<file path="config.mk">
export PLATFORM = sky130hd
export DESIGN_NAME = bsg_vanilla_remote_load_wb_queue
export DESIGN_NICKNAME = d
export VERILOG_FILES = /design/src/rtl/bsg_vanilla_remote_load_wb_queue.sv
export SDC_FILE = /design/constraint.sdc
export NUM_CORES = 1
export LEC_CHECK = 0
export ABC_AREA = 1
export CAP_MARGIN = 20
export CORE_MARGIN = 4
export CORE_UTILIZATION = 60
export DETAILED_ROUTE_END_ITERATION = 10
export HOLD_SLACK_MARGIN = 0.15
export PLACE_DENSITY = 0.86
export SKIP_CTS_REPAIR_TIMING = 1
export SLEW_MARGIN = 10
export SYNTH_ARGS = -nofsm -noshare
export SYNTH_HDL_FRONTEND = slang
export SYNTH_SLANG_ARGS = --single-unit
</file>
<file path="constraint.sdc">
create_clock -name clk_i -period 6.6 [get_ports clk_i]
set_input_delay 1.65 -clock clk_i [delete_from_list [all_inputs] [get_ports clk_i]]
set_output_delay 1.65 -clock clk_i [all_outputs]
set_load 0.02 [all_outputs]
</file>
<file path="src/rtl/bsg_vanilla_remote_load_wb_queue.sv">
// rtl/bsg_vanilla_remote_load_wb_queue.sv - FIFO of remote load responses feeding the regfile writeback arbiter
// Optional starvation guard built only when VANILLA_RLOAD_STARVE_GUARD_EN is defined.
module bsg_vanilla_remote_load_wb_queue #(
    parameter int els_p          = 4,
    parameter int starve_limit_p = 8
) (
    input  logic                         clk_i,
    input  logic                         reset_i,
    input  logic                         v_i,
    input  logic [42:0]                  data_i,
    output logic                         ready_o,
    output logic                         wb_v_o,
    output logic                         wb_float_o,
    output logic [4:0]                   wb_reg_id_o,
    output logic [31:0]                  wb_data_o,
    input  logic                         wb_yumi_i,
    output logic [$clog2(els_p+1)-1:0]   count_o,
    output logic                         empty_o,
    output logic                         force_wb_o
);

    localparam int ptr_w = $clog2(els_p);
    localparam int cnt_w = $clog2(els_p + 1);

    logic [42:0]      mem [els_p];
    logic [ptr_w-1:0] wr_ptr;
    logic [ptr_w-1:0] rd_ptr;
    logic [cnt_w-1:0] count;
    logic             enq;
    logic             deq;

    assign ready_o = (count < cnt_w'(els_p));
    assign wb_v_o  = (count != '0);
    assign empty_o = (count == '0);
    assign count_o = count;
    assign enq     = v_i & ready_o;
    assign deq     = wb_yumi_i & wb_v_o;

    always_ff @(posedge clk_i) begin
        if (reset_i) begin
            wr_ptr <= '0;
            rd_ptr <= '0;
            count  <= '0;
        end else begin
            if (enq)
                wr_ptr <= (wr_ptr == ptr_w'(els_p - 1)) ? '0 : wr_ptr + 1'b1;
            if (deq)
                rd_ptr <= (rd_ptr == ptr_w'(els_p - 1)) ? '0 : rd_ptr + 1'b1;
            case ({enq, deq})
                2'b10:   count <= count + cnt_w'(1);
                2'b01:   count <= count - cnt_w'(1);
                default: count <= count;
            endcase
        end
    end

    // Storage needs no reset: validity is tracked entirely by count.
    always_ff @(posedge clk_i) begin
        if (enq)
            mem[wr_ptr] <= data_i;
    end

    logic [42:0] head;
    logic        head_unsigned;
    logic        head_byte;
    logic        head_hex;
    logic [1:0]  head_ps;
    logic [31:0] head_data;
    logic [7:0]  lane_b;
    logic [15:0] lane_h;

    assign head          = mem[rd_ptr];
    assign wb_float_o    = head[42];
    assign wb_reg_id_o   = head[41:37];
    assign head_unsigned = head[36];
    assign head_byte     = head[35];
    assign head_hex      = head[34];
    assign head_ps       = head[33:32];
    assign head_data     = head[31:0];

    always_comb begin
        lane_b    = head_data[8*head_ps +: 8];
        lane_h    = head_ps[1] ? head_data[31:16] : head_data[15:0];
        wb_data_o = head_data;
        if (head_byte)
            wb_data_o = {{24{~head_unsigned & lane_b[7]}}, lane_b};
        else if (head_hex)
            wb_data_o = {{16{~head_unsigned & lane_h[15]}}, lane_h};
    end

`ifdef VANILLA_RLOAD_STARVE_GUARD_EN
    localparam int starve_w = $clog2(starve_limit_p + 1);

    logic [starve_w-1:0] starve_cnt;

    always_ff @(posedge clk_i) begin
        if (reset_i || wb_yumi_i || empty_o)
            starve_cnt <= '0;
        else if (wb_v_o && (starve_cnt != starve_w'(starve_limit_p)))
            starve_cnt <= starve_cnt + starve_w'(1);
    end

    assign force_wb_o = (starve_cnt == starve_w'(starve_limit_p));
`else
    assign force_wb_o = 1'b0;
`endif

    always_ff @(posedge clk_i) begin
        if (!reset_i) begin
            assert (!(wb_yumi_i && !wb_v_o));
            assert (!(wb_v_o && head_byte && head_hex));
        end
    end

endmodule

</file>
* Word-level counts from Yosys, hierarchy flattened
Memory sizes are Yosys's and may differ from the RTL's. A register that Yosys moved wholly into a read port is not among the register bits.
Index checks and enable logic that the tools add are counted.
** Storage, ports and cells
- Latch bits :: 0
- Bits in registers :: 7
- Input bits :: 47
- Output and inout port bits :: 45
- Memories :: 1
- Bits in writable memories :: 172
- Memory bits (read-only) :: 0
- Logic and storage cells :: 32
** Memories
- mem :: words 4, width 43, rd ports 1, clocked after Yosys merged registers in 1, write ports 1, RTL line 25 : logic [42:0] mem [els_p];
** Operators by class
- Shift operators :: 1
- Div/mod/pow operators :: 0
- Bitwise gates (word level) :: 5
- Multiply operators :: 0
- Add/sub/neg operators :: 4
- Reduce and logical (&&, ||, !) cells :: 3
- Equality and inequality tests :: 4
- Multiplexer cells :: 10
- Order comparisons :: 1
** Operators with widths (count)
- 32-bit 2-to-1 mux :: 2
- 32-bit by 6-bit indexed part select with 8-bit output :: 1
- 16-bit 2-to-1 mux :: 1
- 2-bit 2-to-1 mux :: 4
- 2-bit equality test (second input constant) :: 3
- 3-bit one-hot mux with 2 select lines :: 1
- 2-bit by 1-bit adder with 2-bit output (second input constant) :: 2
- 1-bit AND :: 4
- 3-bit by 1-bit adder with 3-bit output (second input constant) :: 1
- 3-bit zero test :: 1
- 3-bit less-than comparator (second input constant) :: 1
- 3-bit nonzero test :: 1
- 3-bit by 1-bit subtractor with 3-bit output (second input constant) :: 1
- 2-bit by 1-bit equality test with 1-bit output (second input constant) :: 1
- 1-bit 2-to-1 mux :: 2
- 2-bit nonzero test :: 1
- 1-bit NOT :: 1

* Longest topological paths before layout
Gate-level depths: netlist of run 1.
- Depth in word-level cells :: 4
- Gate-level depth with buffers :: 11
- Gate-level depth less buffers :: 11

* Least setup slack after synthesis of run 1
OpenSTA, ideal clock, no wires.
- Path kind :: input-to-reg
- Start :: input v_i
- End :: memory mem[0][0] (enable)
- Buffers on the path :: 0
- Setup time :: 0.444 ns
- Path slack :: 2.505 ns
- Data required time :: 6.156 ns
- Stages on the path :: 2
- Arrival :: 3.651 ns
- Cell sequence :: nand2_1 > nor2_1
** Between the ends
- Word-level cells in the longest chain between the ends :: 3
** RTL lines
- from (decl) :: RTL line 9 : input logic v_i,
- 1-bit AND :: RTL line 36 : assign enq = v_i & ready_o;
- 1-bit 2-to-1 mux :: RTL line 59 : if (enq)
- 1-bit 2-to-1 mux (not written as such) :: RTL line 60 : mem[wr_ptr] <= data_i;
- to (decl) :: RTL line 25
Every way passes these cells.

==> insert_results.sql, run 1 <==
INSERT INTO impl_metrics (metric_group, metric, value, unit) VALUES
('outcome', 'run_status', 'finished, violations left', ''),
('outcome', 'violations', 'design-rule violations', ''),
('routing', 'post_drt_wl_per_cell', '19.0', 'microns'),
('logic_synthesis', 'ys_seq_elements', '181', ''),
('finish', 'multi_input_area', '0.00239', 'sq mm'),
('clocking', 'clockBufferDepth', '2', ''),
('grt', 'grt_start_max_net_pins', '66', ''),
('setup_path', 'path_delay_family', 'simple AND/OR/NAND/NOR gates', ''),
('floorplan', 'core-area', '0.0133', 'sq mm'),
('logic_synthesis', 'synth.yosys.seq_area_share', '65.5', '%'),
('clocking', 'worst_setup_hold_path_clk_slew', '0.06', 'ns'),
('setup_path', 'slowest_delay', '0.66', 'ns'),
('finish', 'util_after_layout', '73.0', '%'),
('timing', 'finalSetupTns', '0', 'ns'),
('grt', 'grt_pass1_vias', '5879', ''),
('clocking', 'cts_tree', 'built', ''),
('clocking', 'htreeDepth', '4', ''),
('finish', 'area_growth', '19.0', '%'),
('setup_path', 'endpoint_class_of_the_critical_path', 'output pin', ''),
('power_and_ir_drop', 'power.ir.vdd_worst', '0.258', 'mV'),
('setup_path', 'critical_path_source_type', 'register', ''),
('finish', 'antenna-diode-count', '0', ''),
('routing', 'drc', '1', ''),
('clocking', 'root_buffer', 'sky130_fd_sc_hd__clkbuf_16', ''),
('logic_synthesis', 'postSynthCellCount', '769', ''),
('routing', 'drt_iter0_markers', '802', ''),
('clocking', 'cts_buffers', '17', ''),
('clocking', 'clock_insertion_delay_at_the_later_pin_of_the_skew_report', '0.44', 'ns'),
('setup_path', 'cp.required', '4.95', 'ns'),
('placement', 'final_wtd_congestion', '0.943', ''),
('floorplan', 'dieHeight', '125', 'microns'),
('power_and_ir_drop', 'power_density', '465', 'mW/mm^2'),
('logic_synthesis', 'synthesis.nets', '823', ''),
('setup_path', 'worst-path-buf-inv', '2', ''),
('floorplan', 'placementRows', '42', ''),
('logic_synthesis', 'synth_cell_type_count', '31', ''),
('timing', 'rsz0062_at_grt', 'no', ''),
('finish', 'n_fill_cell', '881', ''),
('setup_path', 'worst_ep_arrival_time', '3.63', 'ns'),
('setup_path', 'timing_worst_setup_path_type', 'reg2out', ''),
('finish', 'layout.area.seq', '0.00535', 'sq mm'),
('routing', 'drt-vias-per-instance', '5.92', ''),
('floorplan', 'design.portCount', '92', ''),
('floorplan', 'effective_utilization_at_floorplan', '61.4', '%'),
('placement', 'detailedPlacementHpwl', '12300', 'microns'),
('setup_path', 'cp_cell_sequence', 'inv_2 > nand2_1 > nand3_1 > nand2_1 > nand2_1 > nand3_1 > nand2_1 > nand3_4 > nand2_1 > clkdlybuf4s50_1', ''),
('routing', 'via_count', '6128', ''),
('placement', 'placement.io_buffers', '90', ''),
('logic_synthesis', 'mappedNetlistArea', '0.00816', 'sq mm'),
('timing', 'clock-skew-final', '0.00567', 'ns'),
('logic_synthesis', 'synth_area_per_cell', '10.6', 'sq um'),
('grt', 'grt_pass1_wl', '30800', 'microns'),
('grt', 'overflow_left_after_global_routing', '0', ''),
('timing', 'maxSlewViolCount', '0', ''),
('floorplan', 'die-width', '125', 'microns'),
('setup_path', 'crit_path_top_cell_by_count', 'sky130_fd_sc_hd__nand2_1', ''),
('timing', 'finalCritPeriodShare', '80.0', '%'),
('timing', 'timing_hold_violations_final', '0', ''),
('setup_path', 'worst_path_max_delay_cell', 'sky130_fd_sc_hd__clkdlybuf4s50_1', ''),
('floorplan', 'die_area', '0.0155', 'sq mm'),
('timing', 'timing.final.crit_period', '5.28', 'ns'),
('grt', 'antenna_found_initial', '0', ''),
('min_path', 'worstHoldPathType', 'reg2reg', ''),
('setup_path', 'critical_path.max_fanout', '51', ''),
('timing', 'slew_headroom', '44.4', '%'),
('finish', 'share_of_post_route_cells_with_drive_strength_above_1', '7.10', '%'),
('timing', 'worst_pin_slew', '0.833', 'ns'),
('grt', 'gr-usage-all-layers', '25.4', '%'),
('routing', 'final_antenna_net_count', '0', ''),
('logic_synthesis', 'ys_warn_count', '0', ''),
('clocking', 'clock_net_sink_count', '181', ''),
('routing', 'drtPass1Iterations', '11', ''),
('timing', 'final_setup_viols', '0', ''),
('finish', 'nets', '900', ''),
('routing', 'drt_wl_total', '19700', 'microns'),
('job', 'max_cap_viol_count', '0', ''),
('power_and_ir_drop', 'power.static_leakage', '3.80', 'nW'),
('timing', 'achievable-frequency', '189', 'MHz');
## power breakdown
group          total, mW  switching (mW)  internal (mW)  leakage [nW]
clock               1.03           0.402          0.626         0.284
combinational       2.05            1.33          0.723          1.87
sequential          1.44          0.0373           1.40          1.65
## registers in the layout (all words and copies together) (netlist names), named ones only
name / cells
mem: 172
count_o: 3
rd_ptr: 2
wr_ptr: 2
## tightest hold or removal path, stage by stage (launching register included)
cell	delay, ns
sky130_fd_sc_hd__dfxtp_1	0.32
sky130_fd_sc_hd__nand2_1	0.07
sky130_fd_sc_hd__a21oi_1	0.06
## path summary, 6_finish.rpt
kind / start / to / slack [ns] / depth (start not counted)
max: register / wb_data_o[30] / 1.32 / 10
min: count_o[0] / count_o[0] / 0.49 / 2
max reg2reg: count_o[2] / mem[0][37] / 4.29 / 4
min reg2reg: count_o[0] / count_o[0] / 0.49 / 2
## layout make-up
class / instances / share of cell area, %
inverter: 53 / 2.08
tap: 176 / 2.27
clock inverter: 12 / 1.65
multi-input combinational: 496 / 24.6
timing repair buffer: 97 / 9.82
clock buffer: 20 / 4.50
sequential: 181 / 55.1
## stage by stage
step                std cells  instance area [sq um]  total power [mW]  setup WS [ns]  hold slack [ns]
floorplan                 769                   8160              2.74           2.50            0.454
global placement         1003                   9110              3.42           1.97            0.464
detailed placement       1003                   9110              3.46           1.86            0.481
CTS                      1035                   9710              4.49           1.38            0.495
global route             1035                   9710              4.73           1.08            0.520
finish                   1035                   9710              4.51           1.32            0.490
## synthesized netlist by cell type
| library cell | instances | share of area, % |
|---|---|---|
| sky130_fd_sc_hd__a211oi_1 | 3 | 0.28 |
| sky130_fd_sc_hd__a21oi_1 | 13 | 0.80 |
| sky130_fd_sc_hd__a21oi_2 | 1 | 0.11 |
| sky130_fd_sc_hd__a32oi_4 | 1 | 0.34 |
| sky130_fd_sc_hd__buf_2 | 17 | 1.0 |
| sky130_fd_sc_hd__buf_4 | 4 | 0.37 |
| sky130_fd_sc_hd__buf_6 | 8 | 1.1 |
| sky130_fd_sc_hd__buf_8 | 1 | 0.18 |
| sky130_fd_sc_hd__clkbuf_1 | 9 | 0.41 |
| sky130_fd_sc_hd__conb_1 | 1 | 0.046 |
| sky130_fd_sc_hd__dfxtp_1 | 9 | 2.2 |
| sky130_fd_sc_hd__edfxtp_1 | 172 | 63 |
| sky130_fd_sc_hd__fa_1 | 1 | 0.25 |
| sky130_fd_sc_hd__ha_1 | 6 | 0.92 |
| sky130_fd_sc_hd__inv_1 | 49 | 2.3 |
| sky130_fd_sc_hd__inv_2 | 3 | 0.14 |
| sky130_fd_sc_hd__inv_4 | 1 | 0.077 |
| sky130_fd_sc_hd__nand2_1 | 236 | 11 |
| sky130_fd_sc_hd__nand2_2 | 2 | 0.15 |
| sky130_fd_sc_hd__nand2_4 | 2 | 0.28 |
| sky130_fd_sc_hd__nand3_1 | 74 | 4.5 |
| sky130_fd_sc_hd__nand3_2 | 10 | 1.2 |
| sky130_fd_sc_hd__nand3_4 | 1 | 0.21 |
| sky130_fd_sc_hd__nand4_4 | 1 | 0.26 |
| sky130_fd_sc_hd__nor2_1 | 65 | 3.0 |
| sky130_fd_sc_hd__o211ai_1 | 21 | 1.9 |
| sky130_fd_sc_hd__o21a_1 | 1 | 0.092 |
| sky130_fd_sc_hd__o21ai_0 | 49 | 3.0 |
| sky130_fd_sc_hd__o22ai_1 | 6 | 0.46 |
| sky130_fd_sc_hd__or2_1 | 1 | 0.077 |
| sky130_fd_sc_hd__or2_2 | 1 | 0.077 |
## cells by family (layout without fill, tap and decap cells)
group / Yosys count / count (layout) / share of synthesized area (%)
flops: 181 / 181 / 65.5
simple gates: 393 / 393 / 20.7
compound gates: 95 / 95 / 7.01
buf+inv: 92 / 182 / 5.58
fa+ha+maj: 7 / 7 / 1.17
other cells: 1 / 1 / 0.0460
## layout by cell type, fill, tap and decap left out
| cell | n |
|---|---|
| sky130_fd_sc_hd__fa_1 | 1 |
| sky130_fd_sc_hd__nand3_2 | 10 |
| sky130_fd_sc_hd__clkdlybuf4s50_1 | 90 |
| sky130_fd_sc_hd__a211oi_1 | 3 |
| sky130_fd_sc_hd__conb_1 | 1 |
| sky130_fd_sc_hd__clkbuf_1 | 3 |
| sky130_fd_sc_hd__clkbuf_16 | 17 |
| sky130_fd_sc_hd__ha_1 | 6 |
| sky130_fd_sc_hd__dfxtp_2 | 2 |
| sky130_fd_sc_hd__clkinv_2 | 2 |
| sky130_fd_sc_hd__nand2_1 | 236 |
| sky130_fd_sc_hd__o21a_1 | 1 |
| sky130_fd_sc_hd__or2_2 | 1 |
| sky130_fd_sc_hd__a32oi_4 | 1 |
| sky130_fd_sc_hd__a21oi_2 | 1 |
| sky130_fd_sc_hd__clkinv_1 | 4 |
| sky130_fd_sc_hd__nand2_2 | 2 |
| sky130_fd_sc_hd__nand3_1 | 74 |
| sky130_fd_sc_hd__edfxtp_1 | 172 |
| sky130_fd_sc_hd__nor2_1 | 61 |
| sky130_fd_sc_hd__nand3_4 | 1 |
| sky130_fd_sc_hd__nand4_4 | 1 |
| sky130_fd_sc_hd__inv_2 | 3 |
| sky130_fd_sc_hd__nor2_4 | 4 |
| sky130_fd_sc_hd__clkinvlp_4 | 2 |
| sky130_fd_sc_hd__a21oi_1 | 13 |
| sky130_fd_sc_hd__o22ai_1 | 6 |
| sky130_fd_sc_hd__or2_1 | 1 |
| sky130_fd_sc_hd__nand2_4 | 2 |
| sky130_fd_sc_hd__bufinv_16 | 4 |
| sky130_fd_sc_hd__inv_1 | 49 |
| sky130_fd_sc_hd__o211ai_1 | 21 |
| sky130_fd_sc_hd__o21ai_0 | 49 |
| sky130_fd_sc_hd__inv_4 | 1 |
| sky130_fd_sc_hd__dfxtp_1 | 7 |
| sky130_fd_sc_hd__buf_4 | 7 |
## per-layer routing
metal	GRT usage [%]	share of wire (%)	routed length, microns	up-vias
met3	6.35	11	2170	47
met4	10.3	2.6	510	0
li1	-	-	-	2792
met2	41.9	49	9660	413
met1	32.5	37	7370	2876
met5	0	0	0	-
(Power assumes the default switching activity.)
==> run 2: changes to the inputs <==
- CORE_UTILIZATION: 60 -> 51
- PLACE_DENSITY: 0.86 -> 0.78
- clock period: 6.6 -> 4.35 ns (I/O delays scaled with it)
==> run 2 against run 1 <==
- die area increased by 16%
- critical path depth shrank 1
- sequential power rose by 52%
- global-route usage down 4.4 points
- largest cell class unchanged
- via count down 5.0%
- clock skew about the same
- largest power group unchanged
- critical endpoint is now wb_data_o[4]
- the run now ends clean
- sequential share of layout area fell by 0.76 points
==> insert_results.sql, run 2 (synthesis results as in run 1) <==
INSERT INTO impl_metrics (metric_group, metric, value, unit) VALUES
('setup_path', 'endpoint_class_of_the_critical_path', 'output pin', ''),
('placement', 'detailedPlacementHpwl', '12200', 'microns'),
('clocking', 'cts_tree', 'built', ''),
('timing', 'timing_hold_violations_final', '0', ''),
('clocking', 'clock_net_sink_count', '181', ''),
('routing', 'drt_wl_total', '18900', 'microns'),
('job', 'max_cap_viol_count', '0', ''),
('floorplan', 'die_area', '0.0181', 'sq mm'),
('floorplan', 'effective_utilization_at_floorplan', '52.9', '%'),
('timing', 'timing.final.crit_period', '4.21', 'ns'),
('timing', 'finalCritPeriodShare', '96.7', '%'),
('finish', 'share_of_post_route_cells_with_drive_strength_above_1', '8.33', '%'),
('timing', 'slew_headroom', '53.0', '%'),
('clocking', 'root_buffer', 'sky130_fd_sc_hd__clkbuf_16', ''),
('floorplan', 'dieHeight', '134', 'microns'),
('grt', 'grt_pass1_vias', '5545', ''),
('timing', 'worst_pin_slew', '0.704', 'ns'),
('clocking', 'cts_buffers', '17', ''),
('timing', 'finalSetupTns', '0', 'ns'),
('timing', 'clock-skew-final', '0.00518', 'ns'),
('floorplan', 'placementRows', '45', ''),
('placement', 'detailed_place.area', '0.00923', 'sq mm'),
('routing', 'via_count', '5820', ''),
('floorplan', 'design.portCount', '92', ''),
('clocking', 'clockBufferDepth', '2', ''),
('routing', 'drt-vias-per-instance', '5.41', ''),
('finish', 'n_fill_cell', '1232', ''),
('grt', 'overflow_left_after_global_routing', '0', ''),
('setup_path', 'critical_path.max_fanout', '58', ''),
('timing', 'achievable-frequency', '238', 'MHz'),
('power_and_ir_drop', 'power.static_leakage', '3.84', 'nW'),
('grt', 'gr-usage-all-layers', '21.0', '%'),
('routing', 'drt_iter0_markers', '575', ''),
('finish', 'leading_cell_type_in_the_layout_fill_and_taps_excluded', 'sky130_fd_sc_hd__nand2_1', ''),
('finish', 'registers.top_by_ff_count', 'mem', ''),
('grt', 'grt_start_max_net_pins', '59', ''),
('finish', 'area_growth', '20.7', '%'),
('timing', 'rsz0062_at_grt', 'no', ''),
('grt', 'antenna_found_initial', '0', ''),
('floorplan', 'core-area', '0.0154', 'sq mm'),
('routing', 'drc', '0', ''),
('clocking', 'worst_setup_hold_path_clk_slew', '0.07', 'ns'),
('grt', 'grt_pass1_wl', '29100', 'microns'),
('routing', 'drtPass1Iterations', '7', ''),
('clocking', 'clock_insertion_delay_at_the_later_pin_of_the_skew_report', '0.43', 'ns'),
('floorplan', 'die-width', '134', 'microns'),
('placement', 'final_wtd_congestion', '0.853', ''),
('routing', 'final_antenna_net_count', '0', ''),
('finish', 'antenna-diode-count', '0', ''),
('power_and_ir_drop', 'power_density', '696', 'mW/mm^2'),
('setup_path', 'critical_path_source_type', 'register', ''),
('setup_path', 'worst_ep_arrival_time', '3.12', 'ns'),
('outcome', 'run_status', 'finished, final reports clean', ''),
('setup_path', 'timing_worst_setup_path_type', 'reg2out', ''),
('setup_path', 'cp.required', '3.26', 'ns'),
('placement', 'placement.io_buffers', '90', ''),
('timing', 'final_setup_viols', '0', ''),
('finish', 'largest_reg_flops', '172', ''),
('power_and_ir_drop', 'power.ir.vdd_worst', '0.366', 'mV'),
('timing', 'maxSlewViolCount', '0', ''),
('finish', 'nets', '905', ''),
('finish', 'finish.instance_area', '0.00985', 'sq mm'),
('min_path', 'worstHoldPathType', 'reg2reg', ''),
('routing', 'post_drt_wl_per_cell', '17.6', 'microns'),
('clocking', 'htreeDepth', '4', ''),
('finish', 'most-common-layout-cells', '235 x sky130_fd_sc_hd__nand2_1, 172 x sky130_fd_sc_hd__edfxtp_1, 90 x sky130_fd_sc_hd__clkdlybuf4s50_1', '');
==> run 2: cell types whose count changed in the layout (fill, tap and decap cells not counted), moves of 2 or more <==
cell                       before  now
sky130_fd_sc_hd__inv_6          0    4
sky130_fd_sc_hd__buf_12         0    3
sky130_fd_sc_hd__clkbuf_1       3    0
sky130_fd_sc_hd__clkinv_4       0    2
==> run 2: power by group <==
part	switching, mW	leakage, nW	internal (mW)
logic	1.97	1.90	1.13
clock network	0.647	0.293	0.909
registers	0.0693	1.65	2.13
==> run 2: area by class of cell <==
type | count | area [sq um] | area share, %
Tap cell | 211 | 264 | 2.68
Sequential cell | 181 | 5350 | 54.3
Multi-Input combinational cell | 496 | 2390 | 24.3
Inverter | 53 | 208 | 2.11
Clock inverter | 15 | 178 | 1.80
Timing Repair Buffer | 102 | 1030 | 10.5
Clock buffer | 17 | 425 | 4.32
==> run 2: through the flow <==
stage | hold slack (ns) | std cells | setup WS (ns) | utilization [%] | total power [mW]
2_1_floorplan | 0.454 | 769 | 0.817 | - | 4.15
3_3_place_gp | 0.469 | 1043 | 0.618 | 59.8 | 5.23
3_5_place_dp | 0.480 | 1043 | 0.545 | 59.8 | 5.28
4_1_cts | 0.489 | 1075 | 0.0726 | 63.7 | 6.84
5_1_grt | 0.535 | 1075 | 0.00220 | 63.8 | 7.20
6_report | 0.489 | 1075 | 0.142 | 63.8 | 6.85
==> run 2: path summary, 6_finish.rpt <==
path / start / endpoint / slack, ns / cells after the start
max reg2reg: count_o[2] / count_o[2] / 2.26 / 9
min: rd_ptr[1] / register / 0.49 / 2
min reg2reg: rd_ptr[1] / register / 0.49 / 2
max: register / wb_data_o[4] / 0.14 / 9
==> run 2: critical path, cell delays in order (launching register included) <==
cell and delay [ns]:
sky130_fd_sc_hd__dfxtp_2 0.33, sky130_fd_sc_hd__buf_4 0.54, sky130_fd_sc_hd__nand2_1 0.14, sky130_fd_sc_hd__nand2_2 0.25, sky130_fd_sc_hd__nand2_4 0.19, sky130_fd_sc_hd__inv_2 0.29
sky130_fd_sc_hd__nand3_1 0.18, sky130_fd_sc_hd__nand3_2 0.10, sky130_fd_sc_hd__nand2_1 0.09, sky130_fd_sc_hd__clkdlybuf4s50_1 0.55
==> run 2: layer usage <==
metal | global-route usage (%) | up-vias | routed length [microns]
li1 | - | 2803 | -
met1 | 28.0 | 2713 | 7880
met2 | 34.0 | 274 | 9060
met3 | 5.40 | 30 | 1640
met4 | 6.96 | 0 | 308
met5 | 0 | - | 0
==> run 3: changes to the inputs <==
- CORE_MARGIN: 4 -> 2
- SLEW_MARGIN: 10 -> default
==> run 3 against run 2 <==
- hold slack got worse by 0.0076 ns
- wire length decreased by 2.7%
- critical endpoint is now wb_data_o[10]
- highest routed layer unchanged
- largest cell class unchanged
- via count decreased by 0.60%
- fmax increased by 1.3%
- largest power group unchanged
==> insert_results.sql, run 3 (synthesis results as in run 1) <==
INSERT INTO impl_metrics (metric_group, metric, value, unit) VALUES
('min_path', 'worstHoldPathType', 'reg2reg', ''),
('placement', 'placed_cells_incl_taps', '1051', ''),
('timing', 'maxSlewViolCount', '0', ''),
('finish', 'largest_reg_flops', '172', ''),
('finish', 'share_of_post_route_cells_with_drive_strength_above_1', '8.77', '%'),
('timing', 'final_setup_viols', '0', ''),
('timing', 'finalSetupTns', '0', 'ns'),
('finish', 'n_fill_cell', '1248', ''),
('setup_path', 'cp.required', '3.26', 'ns'),
('setup_path', 'r2r-end', 'count_o[2]', ''),
('floorplan', 'die_area', '0.0170', 'sq mm'),
('placement', 'placement.io_buffers', '90', ''),
('timing', 'timing_hold_violations_final', '0', ''),
('floorplan', 'die-width', '130', 'microns'),
('floorplan', 'core-area', '0.0158', 'sq mm'),
('floorplan', 'dieHeight', '130', 'microns'),
('setup_path', 'critical_path_source_type', 'register', ''),
('clocking', 'worst_setup_hold_path_clk_slew', '0.06', 'ns'),
('routing', 'top_layer', 'met4', ''),
('setup_path', 'worst_ep_arrival_time', '3.07', 'ns'),
('clocking', 'root_buffer', 'sky130_fd_sc_hd__clkbuf_16', ''),
('setup_path', 'reg2reg_from', 'count_o[2]', ''),
('min_path', 'hold_path.startpoint', 'rd_ptr[1]', ''),
('timing', 'worst_pin_slew', '0.660', 'ns'),
('routing', 'met3WireLength', '1300', 'microns'),
('routing', 'via_count', '5785', ''),
('power_and_ir_drop', 'power.static_leakage', '3.85', 'nW'),
('finish', 'antenna-diode-count', '0', ''),
('timing', 'slew_headroom', '56.0', '%'),
('placement', 'final_wtd_congestion', '0.869', ''),
('routing', 'drt_iter0_markers', '614', ''),
('placement', 'detailedPlacementHpwl', '12000', 'microns'),
('timing', 'clock-skew-final', '0.00548', 'ns'),
('finish', 'leading_cell_type_in_the_layout_fill_and_taps_excluded', 'sky130_fd_sc_hd__nand2_1', ''),
('routing', 'drt-vias-per-instance', '5.34', ''),
('grt', 'gr-usage-all-layers', '22.2', '%'),
('routing', 'drc', '0', ''),
('grt', 'grt_pass1_vias', '5376', ''),
('timing', 'rsz0062_at_grt', 'no', ''),
('routing', 'met1Wirelength', '7710', 'microns'),
('timing', 'finalCritPeriodShare', '95.5', '%'),
('setup_path', 'critical_path.max_fanout', '27', ''),
('routing', 'drt_wl_total', '18400', 'microns'),
('setup_path', 'number_of_cell_instances_on_the_worst_register_to_register_path', '9', ''),
('grt', 'grt_start_max_net_pins', '44', ''),
('grt', 'overflow_left_after_global_routing', '0', ''),
('min_path', 'hold_path_depth', '2', ''),
('floorplan', 'placementRows', '46', ''),
('setup_path', 'reg2reg_setup_slack', '2.28', 'ns'),
('outcome', 'run_status', 'finished, final reports clean', ''),
('power_and_ir_drop', 'finalPower', '6.88', 'mW'),
('routing', 'drtPass1Iterations', '5', ''),
('setup_path', 'timing_worst_setup_path_type', 'reg2out', ''),
('clocking', 'cts_buffers', '17', ''),
('job', 'max_cap_viol_count', '0', ''),
('routing', 'final_antenna_net_count', '0', ''),
('clocking', 'clock_net_sink_count', '181', ''),
('routing', 'met2WireLength', '8830', 'microns'),
('clocking', 'clockBufferDepth', '2', ''),
('clocking', 'htreeDepth', '4', ''),
('clocking', 'clock_insertion_delay_at_the_later_pin_of_the_skew_report', '0.43', 'ns'),
('grt', 'antenna_found_initial', '0', ''),
('grt', 'grt_pass1_wl', '28100', 'microns'),
('setup_path', 'endpoint_of_the_worst_setup_timing_path', 'wb_data_o[10]', ''),
('timing', 'achievable-frequency', '241', 'MHz'),
('finish', 'area_growth', '20.8', '%'),
('floorplan', 'design.portCount', '92', ''),
('finish', 'layout.cells.non_filler', '1083', ''),
('finish', 'nets', '908', ''),
('routing', 'post_drt_wl_per_cell', '17.0', 'microns'),
('power_and_ir_drop', 'power_density', '699', 'mW/mm^2'),
('clocking', 'cts_tree', 'built', ''),
('floorplan', 'effective_utilization_at_floorplan', '51.7', '%'),
('timing', 'finalHoldWorstSlack', '0.481', 'ns'),
('power_and_ir_drop', 'power.ir.vdd_worst', '0.355', 'mV'),
('timing', 'timing.final.crit_period', '4.15', 'ns'),
('setup_path', 'endpoint_class_of_the_critical_path', 'output pin', ''),
('finish', 'most-common-layout-cells', '236 x sky130_fd_sc_hd__nand2_1, 172 x sky130_fd_sc_hd__edfxtp_1, 90 x sky130_fd_sc_hd__clkdlybuf4s50_1', ''),
('finish', 'registers.top_by_ff_count', 'mem', '');
## run 3: cell types whose count changed in the layout (fill, tap and decap cells not counted), moves of 2 or more
cell / before / now
sky130_fd_sc_hd__clkinvlp_4: 2 / 4
sky130_fd_sc_hd__buf_12: 3 / 1
sky130_fd_sc_hd__clkinv_1: 3 / 0
sky130_fd_sc_hd__inv_8: 1 / 3
sky130_fd_sc_hd__buf_4: 8 / 14
## run 3: cell type report
type                       instances  area, sq um  share of cell area, %
sequential                       181         5350                   54.3
multi-input combinational        496         2390                   24.2
timing repair buffer             105         1030                   10.4
clock buffer                      17          425                   4.32
tap                              216          270                   2.74
inverter                          53          201                   2.04
clock inverter                    15          194                   1.97
## run 3: worst min path at each step
stage,endpoint
finish,register
global route,register
CTS,register
detailed placement,register
global placement,count_o[0]
floorplan,register
## run 3: layer usage
| layer | GRT usage, % | up-vias |
|---|---|---|
| met5 | 0 | - |
| met4 | 10.1 | 0 |
| met3 | 4.80 | 46 |
| met2 | 35.7 | 234 |
| met1 | 29.4 | 2701 |
| li1 | - | 2804 |
## run 3: per-stage QoR
step                utilization, %  worst slack, ns  area (sq um)
floorplan                        -            0.817          8160
global placement              58.5            0.825          9230
detailed placement            58.5            0.735          9230
CTS                           62.5            0.224          9850
global route                  62.5           0.0402          9850
finish                        62.5            0.197          9850
## run 3: power by group
group | switching [mW] | total (mW) | internal [mW]
Sequential | 0.0517 | 2.18 | 2.12
Combinational | 1.99 | 3.12 | 1.13
Clock | 0.673 | 1.59 | 0.919
Total | 2.71 | 6.88 | 4.17
## run 3: worst max-delay path, cell delays in order (launching register included)
cell and delay [ns]:
sky130_fd_sc_hd__dfxtp_2 0.32, sky130_fd_sc_hd__inv_2 0.15, sky130_fd_sc_hd__buf_4 0.31, sky130_fd_sc_hd__nand2_1 0.14, sky130_fd_sc_hd__a32oi_4 0.48, sky130_fd_sc_hd__nand3_4 0.36, sky130_fd_sc_hd__nand2_1 0.18, sky130_fd_sc_hd__clkdlybuf4s50_1 0.67
